`src/rtl/rcount_pkg.sv`:
```
// Shared types and widths for the ripple-counter sampler.
package rcount_pkg;
    localparam int COUNT_W = 4;
    localparam int WRAP_W  = 8;

    typedef enum logic [1:0] {
        IDLE,
        SETTLE,
        DONE
    } state_e;
endpackage

```
`src/rtl/rcount_sync.sv`:
```
// Two-flop synchronizer for the ripple count plus a saturating stability filter.
module rcount_sync
    import rcount_pkg::*;
#(
    parameter int STABLE_CYCLES = 2
) (
    input  logic               clock,
    input  logic               reset,
    input  logic [COUNT_W-1:0] count_in,
    output logic [COUNT_W-1:0] raw,
    output logic               stable
);
    localparam logic [3:0] STAB_MAX = 4'(STABLE_CYCLES);

    logic [COUNT_W-1:0] s1_q, s1_d, raw_q, raw_d;
    logic [3:0]         stab_cnt_q, stab_cnt_d;

    // s1_q is next cycle's raw, so comparing it with raw_q lets stab_cnt_q
    // describe the raw value currently visible rather than lagging by a cycle.
    always_comb begin
        s1_d  = count_in;
        raw_d = s1_q;
        if (s1_q == raw_q)
            stab_cnt_d = (stab_cnt_q == STAB_MAX) ? stab_cnt_q : stab_cnt_q + 4'd1;
        else
            stab_cnt_d = 4'd0;
    end

    always_ff @(posedge clock or negedge reset) begin
        if (!reset) begin
            s1_q       <= '0;
            raw_q      <= '0;
            stab_cnt_q <= 4'd0;
        end else begin
            s1_q       <= s1_d;
            raw_q      <= raw_d;
            stab_cnt_q <= stab_cnt_d;
        end
    end

    assign raw    = raw_q;
    assign stable = (stab_cnt_q == STAB_MAX);
endmodule

```
`src/rtl/rcount_sampler.sv`:
```
// Capture FSM for an asynchronous ripple counter, with optional wrap tracking
// compiled in by RCOUNT_WRAP_TRACK_EN.
module rcount_sampler
    import rcount_pkg::*;
#(
    parameter int STABLE_CYCLES = 2,
    parameter int TIMEOUT       = 16
) (
    input  logic               clock,
    input  logic               reset,
    input  logic [COUNT_W-1:0] count_in,
    input  logic               sample_req,
    output logic               busy,
    output logic [COUNT_W-1:0] count_out,
    output logic               valid,
    output logic               err,
    output logic               wrap_pulse,
    output logic [WRAP_W-1:0]  wrap_count
);
    localparam logic [7:0] TIMER_LAST = 8'(TIMEOUT - 1);

    logic [COUNT_W-1:0] raw;
    logic               stable;

    rcount_sync #(.STABLE_CYCLES(STABLE_CYCLES)) u_sync (
        .clock    (clock),
        .reset    (reset),
        .count_in (count_in),
        .raw      (raw),
        .stable   (stable)
    );

    state_e             state_q, state_d;
    logic [7:0]         timer_q, timer_d;
    logic [COUNT_W-1:0] count_q, count_d;
    logic               busy_q, busy_d, valid_q, valid_d, err_q, err_d;

    always_comb begin
        state_d = state_q;
        timer_d = timer_q;
        count_d = count_q;
        valid_d = 1'b0;
        err_d   = 1'b0;
        case (state_q)
            IDLE: if (sample_req) begin
                state_d = SETTLE;
                timer_d = 8'd0;
            end
            // A stable sample wins even on the final timeout cycle.
            SETTLE: if (stable) begin
                count_d = raw;
                valid_d = 1'b1;
                state_d = DONE;
            end else if (timer_q == TIMER_LAST) begin
                err_d   = 1'b1;
                state_d = IDLE;
            end else begin
                timer_d = timer_q + 8'd1;
            end
            DONE:    state_d = IDLE;
            default: state_d = IDLE;
        endcase
        busy_d = (state_d != IDLE);
    end

    always_ff @(posedge clock or negedge reset) begin
        if (!reset) begin
            state_q <= IDLE;
            timer_q <= 8'd0;
            count_q <= '0;
            busy_q  <= 1'b0;
            valid_q <= 1'b0;
            err_q   <= 1'b0;
        end else begin
            state_q <= state_d;
            timer_q <= timer_d;
            count_q <= count_d;
            busy_q  <= busy_d;
            valid_q <= valid_d;
            err_q   <= err_d;
        end
    end

    assign busy      = busy_q;
    assign count_out = count_q;
    assign valid     = valid_q;
    assign err       = err_q;

`ifdef RCOUNT_WRAP_TRACK_EN
    logic [COUNT_W-1:0] last_stable_q, last_stable_d;
    logic               wrap_pulse_q, wrap_pulse_d;
    logic [WRAP_W-1:0]  wrap_count_q, wrap_count_d;

    always_comb begin
        last_stable_d = last_stable_q;
        wrap_pulse_d  = 1'b0;
        wrap_count_d  = wrap_count_q;
        if (stable) begin
            if (raw < last_stable_q) begin
                wrap_pulse_d = 1'b1;
                wrap_count_d = wrap_count_q + 8'd1;
            end
            last_stable_d = raw;
        end
    end

    always_ff @(posedge clock or negedge reset) begin
        if (!reset) begin
            last_stable_q <= '0;
            wrap_pulse_q  <= 1'b0;
            wrap_count_q  <= '0;
        end else begin
            last_stable_q <= last_stable_d;
            wrap_pulse_q  <= wrap_pulse_d;
            wrap_count_q  <= wrap_count_d;
        end
    end

    assign wrap_pulse = wrap_pulse_q;
    assign wrap_count = wrap_count_q;
`else
    assign wrap_pulse = 1'b0;
    assign wrap_count = '0;
`endif
endmodule

```
`config.mk`:
```
export PLATFORM = sky130hd
export DESIGN_NAME = rcount_sampler
export DESIGN_NICKNAME = d
export VERILOG_FILES = /design/src/rtl/rcount_pkg.sv /design/src/rtl/rcount_sync.sv /design/src/rtl/rcount_sampler.sv
export SDC_FILE = /design/constraint.sdc
export NUM_CORES = 1
export LEC_CHECK = 0
export ABC_CLOCK_PERIOD_IN_PS = 1950
export BUFFER_PORTS_ARGS = -buffer_cell sky130_fd_sc_hd__buf_2
export CAP_MARGIN = 20
export CORE_AREA = 2 2 64 48
export CTS_CLUSTER_DIAMETER = 150
export DETAILED_ROUTE_END_ITERATION = 16
export DIE_AREA = 0 0 66 50
export GPL_TIMING_DRIVEN = 0
export HOLD_SLACK_MARGIN = 0.15
export PLACE_DENSITY_LB_ADDON = 0.2
export SYNTH_ARGS = -nofsm -noshare
export SYNTH_HDL_FRONTEND = slang
export SYNTH_SLANG_ARGS = --single-unit
```
`constraint.sdc`:
```
create_clock -name clock -period 1.95 [get_ports clock]
set_input_delay 0.0975 -clock clock [delete_from_list [all_inputs] [get_ports clock]]
set_output_delay 0.0975 -clock clock [all_outputs]
set_load 0.05 [all_outputs]
```
# Word level (Yosys, flattened, before mapping)
# Cells that the tools add are included.
[classes]
reduce_logical = 5
n_lt_le_gt_ge = 0
bitwise_logic = 0
n_shift = 0
addsub = 2
muxes = 15
div_mod_pow = 0
multipliers = 0
n_eq_ne = 8
[op_table]
columns = ["operator", "n"]
rows = [
  ["$mux W8", 3],
  ["$pmux W8 S2", 1],
  ["$add A8 B1 Y8 const B", 1],
  ["$eq A8 B4 Y1 const B", 1],
  ["$mux W4", 2],
  ["$ne A2 B2 Y1 const B", 4],
  ["$mux W2", 3],
  ["$mux W1", 5],
  ["$add A4 B1 Y4 const B", 1],
  ["$eq A4 B2 Y1 const B", 1],
  ["$eq A4 B4 Y1", 1],
  ["$pmux W2 S2", 1],
  ["$reduce_and A4 Y1", 1],
  ["$reduce_bool A2 Y1", 2],
  ["$eq A2 B1 Y1 const B", 1],
  ["$logic_not A2 Y1", 1],
  ["$reduce_and A2 Y1", 1],
]
[totals]
ram_bits = 0
output_inout_bits = 16
latch_bits = 0
memories = 0
romBits = 0
inputBits = 7
register_bits = 29

# Logic depth before layout (Yosys ltp)
# Gate-level depths: netlist (run 1).
[logic_depth]
word_depth = 5
ltp_mapped = 7

# Cells and area by module
# Synthesis (run 1) repeated with hierarchy kept, for this count alone.
[unflattened]
hier_cells = 110
area_unflattened_um2 = 1323.8
[by_module_without_submodules]
columns = ["module", "cells_each", "seq_area_each_um2", "area_each_um2", "instances"]
rows = [
  ["rcount_sampler", 79, 425.4, 875.8, 1],
  ["rcount_sync", 31, 300.3, 447.9, 1],
]

# Worst setup path before layout (run 1)
# OpenSTA, ideal clock, no wires.
[synth_timing]
kind = "flip-flop to flip-flop"
start = "register u_sync.stab_cnt_q[0]"
end = "register timer_q[0]"
arrival_time_ps = 1576
t_required_ps = 1830
stages_incl_launch_ff = 8
n_path_buf = 1
slack_ps = 253
period_less_slack_ps = 1697
cell_sequence = "dfrtp_1 -> inv_1 -> ha_1 -> or3b_2 -> o211ai_4 -> buf_6 -> xor2_1 -> nor2_1"
[synth_between]
elab_chain_len = 3
[synth_lines]
columns = ["element", "line_no", "rtl"]
rows = [
  ["start: declaration", "rcount_sync.sv:16", "logic [3:0] stab_cnt_q, stab_cnt_d;"],
  ["start signal: assignment", "rcount_sync.sv:37", "stab_cnt_q <= stab_cnt_d;"],
  ["$eq A4 B2 Y1", "rcount_sync.sv:42", "assign stable = (stab_cnt_q == STAB_MAX);"],
  ["$ne A2 B2 Y1 (no source line)", "-", ""],
  ["$reduce_and A4 Y1 (no source line)", "-", ""],
  ["end signal: assignment", "rcount_sampler.sv:76", "timer_q <= timer_d;"],
  ["end: declaration", "rcount_sampler.sv:34", "logic [7:0] timer_q, timer_d;"],
]
# No other way between the ends.
# A chain may end at the register's enable or synchronous reset.

# Final worst setup path (run 1)
# Same ends and word-level chain as after synthesis.

==> results of run 1 <==
area by class of cell:
class	instances	area [µm²]
clock buffers	7	86.3
fillers	217	1120
plain buffers	11	82.6
flip-flops and latches	29	726
well taps	36	45.0
inverters	6	22.5
multi-input cells	79	489
repair buffers	18	115
flip-flops by register name (all words and copies together), names as in the netlist:
| register | cells |
|---|---|
| timer_q | 8 |
| count_out | 4 |
| u_sync.raw | 4 |
| u_sync.raw_d | 4 |
| u_sync.stab_cnt_q | 4 |
| state_q | 2 |
| busy | 1 |
| err | 1 |
| valid | 1 |
synth_stat cells (all sizes together) (2+ instances only):
cell type / n
buf: 10
dfrtp: 29
ha: 3
inv: 6
nand2: 18
nand2b: 4
nand3: 5
nand4: 2
nor2: 6
nor4: 3
o211ai: 3
o31ai: 2
xnor2: 6
xor2: 2
worst paths after layout:
| path | depth (start not counted) | slack (ns) | endpoint |
|---|---|---|---|
| setup / recovery | 7 | 0.11 | timer_q[0] |
| hold / removal | 4 | 0.25 | timer_q[0] |
| setup reg to reg | 7 | 0.11 | timer_q[0] |
| hold reg to reg | 0 | 0.39 | u_sync.raw[1] |
| max in group asynchronous | 2 | 1.17 | u_sync.raw[0] |
| min in group asynchronous | 2 | 0.37 | timer_q[3] |
per-layer routing:
metal | vias up | wire, µm
met5 | - | 0
met4 | 0 | 30
met3 | 5 | 152
met2 | 30 | 978
met1 | 398 | 997
li1 | 436 | -
what timing repair did:
item | 4_1_cts | 5_1_grt
setup endpoints to repair | 0 | 4
hold buffers | 5 | 0
resized for setup | 0 | 1
hold endpoints to repair | 33 | 0
through the flow:
stage          utilization, %  power, mW  area, µm²  setup slack, ns  hold slack (ns)
3_3_place_gp             53.1       1.31       1430            0.146            0.151
4_1_cts                  58.2       1.82       1560            0.101            0.250
5_1_grt                  58.4       1.92       1570           0.0138            0.273
2_1_floorplan               -       1.21       1320            0.253           -0.198
3_5_place_dp             53.1       1.33       1430            0.115            0.159
6_report                 58.4       1.80       1570            0.107            0.252
kinds of logic (layout without fill, tap and decap cells):
kind of cell	count (synthesis)	in the layout	share of synthesized area [%]
AND/OR/NAND/NOR	45	45	17.4
flip-flops	29	29	56.5
buffers and inverters	17	42	8.18
AO/OA/AOI/OAI	13	13	8.47
XOR/XNOR	8	8	5.45
adder cells (fa/ha/maj)	3	3	2.92
other	1	9	0.292
multiplexers	1	1	0.779
power by group:
group          leakage (nW)  internal (mW)  total, mW  switching [mW]
logic                 0.360          0.197      0.526           0.329
clock network        0.0443          0.279      0.479           0.201
registers             0.369          0.706      0.796          0.0905
total                 0.774           1.18       1.80           0.621
worst max-delay path, stage by stage, from the launching register on:
cell and delay (ns):
dfrtp_1 0.39, inv_1 0.09, ha_1 0.18, or3b_2 0.53
o211ai_4 0.14, buf_6 0.17, xor2_1 0.16, nor2_1 0.06
==> summary.md, run 1 <==
| Metric | Value |
|---|---|
| Status | complete, no violations |
| Number of max-cap violations | 0 |
| Cell type with the largest total area after synthesis | dfrtp_1 |
| Critical path arrival | 2.00 ns |
| Worst setup startpoint | u_sync.stab_cnt_q[0] |
| IO buf count | 13 |
| Avg Cell Area, Syn | 11.0 µm² |
| Ranking of synthesized cells by area | dfrtp_1 (56%), buf_4 (5.3%), nand2_1 (5.3%), xnor2_1 (4.1%), ha_1 (2.9%) |
| H-Tree Depth | 2 |
| First-pass GRT wire length | 3.80 mm |
| Pin count of the biggest net entering global routing | 30 |
| DP HPWL | 1.57 mm |
| Pwr dens | 1150 nW/µm² |
| Fin nets | 160 |
| All-Layer GR Usage | 15.7% |
| Die Wd | 66 µm |
| IO Count | 23 |
| Vias/cell | 4.67 |
| Tcrit/Tclk final | 94.5% |
| Synthesized flop and latch total | 29 |
| Peak supply drop | 0.000541 V |
| Worst skew pair latency | 0.27 ns |
| Unique masters post-synth | 34 |
| Non-Filler Instances | 186 |
| Fmax | 543 MHz |
| Worst slew pin tran | 0.615 ns |
| Vias in the first global route | 878 |
| Placed cell count | 174 |
| Most common cell after layout, fill and taps aside | dfrtp_1 |
| # Post-CTS Setup Buffers | 0 |
| Min-Delay Startpoint | sample_req |
| Clock transition at path regs | 0.06 ns |
| Post-DR wirelength/cell | 11.6 µm |
| Initial DRT Pass Iterations | 4 |
| GRT busiest layer | met2 |
| Vias | 869 |
| Initial antenna violation count | 0 |
| Critical Setup Path Class | flip-flop to flip-flop |
| Number of flops mapped to enable cells by yosys | 0 |
| Nature of the critical path startpoint | flip-flop |
| TritonCTS Sinks | 29 |
| DRC | 0 |
| Placer Congestion | 0.770 |
| Mapped Cells | 117 |
| Core area | 2680 µm² |
| Die footprint | 3300 µm² |
| Fraction of layout cells with a size suffix above 1 | 23.3% |
| # diodes | 0 |
| Clock root buffer | clkbuf_8 |
| Total CTS buffers | 5 |
| Critical R2R Launch | u_sync.stab_cnt_q[0] |
| Initial Util | 47.9% |
| CP endpoint kind | flip-flop |
| Gr ovfl total | 0 |
| Most frequent cells in the layout | dfrtp_1 (29), nand2_1 (18), buf_2 (13) |
| Critical Path RT | 2.11 ns |
| Antenna viol nets, final | 0 |
| CTS tree | built |
| Max Slew Vio Count | 0 |
| Final Hold Fails | 0 |
| Iter 0 DRT Violations | 34 |
| Synth async-reset ratio | 100% |
| Layout overhead on the synthesized area | 21.9% |
| Post-Route WL | 2.16 mm |
| Synthesized area | 1280 µm² |
| Slew HR | 59.0% |
| Yosys top cell area share | 56.5% |
| CP Max Fanout | 10 |
| Sequential fraction of the synthesis area | 56.5% |
| RSZ-0062 raised after global routing | false |
| Setup_tns | 0 ns |
| Met3 global-route usage | 4.79% |
| GR Layer Usage met1 | 19.9% |
| Pleak | 0.774 nW |
| Met2 GRT Util | 24.6% |
| FP Rows | 16 |
| Worst min-delay path class | input pin to flip-flop |
| Synth Flop Type | dfrtp_1 |
| Final worst path period need | 1.84 ns |
| Setup violators final | 0 |
| Die span in y | 50 µm |
| Clock Skew | 0.00562 ns |
| Yosys warns | 0 |
| Clock buffer depth | 2 |
Note: power is estimated with default switching activity, not from simulation.
==> run 2: changes to the inputs <==
- ABC_CLOCK_PERIOD_IN_PS: 1950 -> 2100
- clock period: 1.95 -> 2.1 ns (I/O delays scaled with it)
==> run 2 against run 1 <==
Net effect:
- worst hold slack better by 0.0080 ns
- sequential power decreased by 7.2%
- flip-flop and latch count stayed put
- register-to-register slack improved by 0.15 ns
- utilization decreased by 0.19 points
==> summary.md, run 2 (synthesized netlist as in run 1, its figures left out) <==
| Metric | Value |
|---|---|
| Iter 0 DRT Violations | 33 (was 34) |
| Crit path to | timer_q[0] (unchanged) |
| Pleak | 0.769 nW (was 0.774 nW) |
| Die Wd | 66 µm (unchanged) |
| Status | complete, no violations (unchanged) |
| Slew HR | 59.0% (about the same) |
| Clock root buffer | clkbuf_8 (unchanged) |
| RSZ-0062 raised after global routing | false (unchanged) |
| Post_cts resized | 0 (unchanged) |
| Die span in y | 50 µm (unchanged) |
| Pin count of the biggest net entering global routing | 30 (unchanged) |
| # diodes | 0 (unchanged) |
| Worst min-delay path class | input pin to flip-flop (unchanged) |
| Most common cell after layout, fill and taps aside | dfrtp_1 (unchanged) |
| Reg2Reg Depth | 7 (unchanged) |
| Gr ovfl total | 0 (unchanged) |
| Fin nets | 160 (unchanged) |
| Most frequent cells in the layout | dfrtp_1 (29), nand2_1 (18), buf_2 (13) (unchanged) |
| Reg-to-Reg End | timer_q[0] (unchanged) |
| Total CTS buffers | 5 (unchanged) |
| IO Count | 23 (unchanged) |
| Largest register FFs | 8 (unchanged) |
| Critical R2R Launch | u_sync.stab_cnt_q[0] (unchanged) |
| Setup violators final | 0 (unchanged) |
| Max Slew Vio Count | 0 (unchanged) |
| Setup_tns | 0 ns (unchanged) |
| Clock buffer depth | 2 (unchanged) |
| Fraction of layout cells with a size suffix above 1 | 22.7% (was 23.3%) |
| Initial DRT Pass Iterations | 4 (unchanged) |
| Number of max-cap violations | 0 (unchanged) |
| Worst slew pin tran | 0.615 ns (about the same) |
| All-Layer GR Usage | 15.7% (unchanged) |
| CP endpoint kind | flip-flop (unchanged) |
| Worst skew pair latency | 0.27 ns (about the same) |
| Vias | 862 (was 869) |
| First-pass GRT wire length | 3.80 mm (unchanged) |
| CP Max Fanout | 10 (unchanged) |
| Die footprint | 3300 µm² (unchanged) |
| IO buf count | 13 (unchanged) |
| Final Hold Fails | 0 (unchanged) |
| H-Tree Depth | 2 (unchanged) |
| Critical Path RT | 2.26 ns (was 2.11 ns) |
| Critical Setup Path Class | flip-flop to flip-flop (unchanged) |
| DRC | 0 (unchanged) |
| Core area | 2680 µm² (unchanged) |
| Dpl ws | 0.265 ns (was 0.115 ns) |
| Clock Skew | 0.00549 ns (was 0.00562 ns) |
| FP Rows | 16 (unchanged) |
| Tcrit/Tclk final | 87.7% (was 94.5%) |
| Fmax | 543 MHz (about the same) |
| Post-Route WL | 2.15 mm (was 2.16 mm) |
| Final WS setup | 0.259 ns (was 0.107 ns) |
| Placed inst area | 1430 µm² (unchanged) |
| Clock transition at path regs | 0.06 ns (about the same) |
| Final instance area | 1560 µm² (was 1570 µm²) |
| Antenna viol nets, final | 0 (unchanged) |
| Post-DR wirelength/cell | 11.5 µm (was 11.6 µm) |
| Initial Util | 47.9% (unchanged) |
| Nature of the critical path startpoint | flip-flop (unchanged) |
| Final worst path period need | 1.84 ns (about the same) |
| Flop2flop setup slack | 0.26 ns (was 0.11 ns) |
| TritonCTS Sinks | 29 (unchanged) |
| Placer Congestion | 0.770 (unchanged) |
| Initial antenna violation count | 0 (unchanged) |
| CTS tree | built (unchanged) |
| DP HPWL | 1.57 mm (unchanged) |
| Worst setup startpoint | u_sync.stab_cnt_q[0] (unchanged) |
| Peak supply drop | 0.000502 V (was 0.000541 V) |
| Critical path arrival | 2.00 ns (about the same) |
| Vias/cell | 4.63 (was 4.67) |
| Pwr dens | 1070 nW/µm² (was 1150 nW/µm²) |
| Top reg by flops | timer_q (unchanged) |
| Layout overhead on the synthesized area | 21.5% (was 21.9%) |
| Vias in the first global route | 878 (unchanged) |
-- run 2: cell counts in the layout (fill, tap and decap cells not counted) --
No cell type changed its count.
-- run 2: cell type report --
cell class / count / area, µm²
timing repair buffer: 18 / 115
clock buffer: 7 / 86.3
tap: 36 / 45.0
multi-input combinational: 79 / 484
inverter: 6 / 22.5
buffer: 11 / 82.6
sequential: 29 / 726
fill: 219 / 1120
-- run 2: worst min-delay path by stage --
stage / from / endpoint / cells after the start
3_3_place_gp: reset / timer_q[1] / 1
2_1_floorplan: reset / busy / 0
6_report: sample_req / timer_q[0] / 4
5_1_grt: sample_req / timer_q[6] / 4
3_5_place_dp: reset / timer_q[3] / 1
4_1_cts: sample_req / timer_q[0] / 4
-- run 2: what timing repair did --
item,CTS,global route
setup endpoints to repair,0,0
hold buffers,5,0
hold endpoints to repair,33,0
setup buffers,0,0
-- run 2: per-layer routing --
metal  up-vias  wire length (µm)  global-route usage (%)
met2        26               958                    24.6
met3         5               125                    4.79
met5         -                 0                       0
met4         0                30                    7.14
li1        436                 -                       -
met1       395              1030                    19.9
-- run 2: through the flow --
step / total power, mW / utilization (%) / hold WS [ns] / std cells
floorplan: 1.12 / - / -0.191 / 125
global placement: 1.21 / 53.1 / 0.159 / 174
detailed placement: 1.23 / 53.1 / 0.166 / 174
CTS: 1.69 / 58.2 / 0.258 / 186
global route: 1.78 / 58.2 / 0.281 / 186
finish: 1.67 / 58.2 / 0.260 / 186
-- run 2: critical path, cell delays in order (launching register included) --
cell and delay (ns):
dfrtp_1 0.39, inv_1 0.09, ha_1 0.18, or3b_2 0.53, o211ai_4 0.14, buf_6 0.17
xor2_1 0.16, nor2_1 0.06
-- run 2: power by group --
group          switching (mW)  internal (mW)  total [mW]
clock network           0.186          0.259       0.445
registers              0.0837          0.655       0.739
logic                   0.306          0.183       0.488
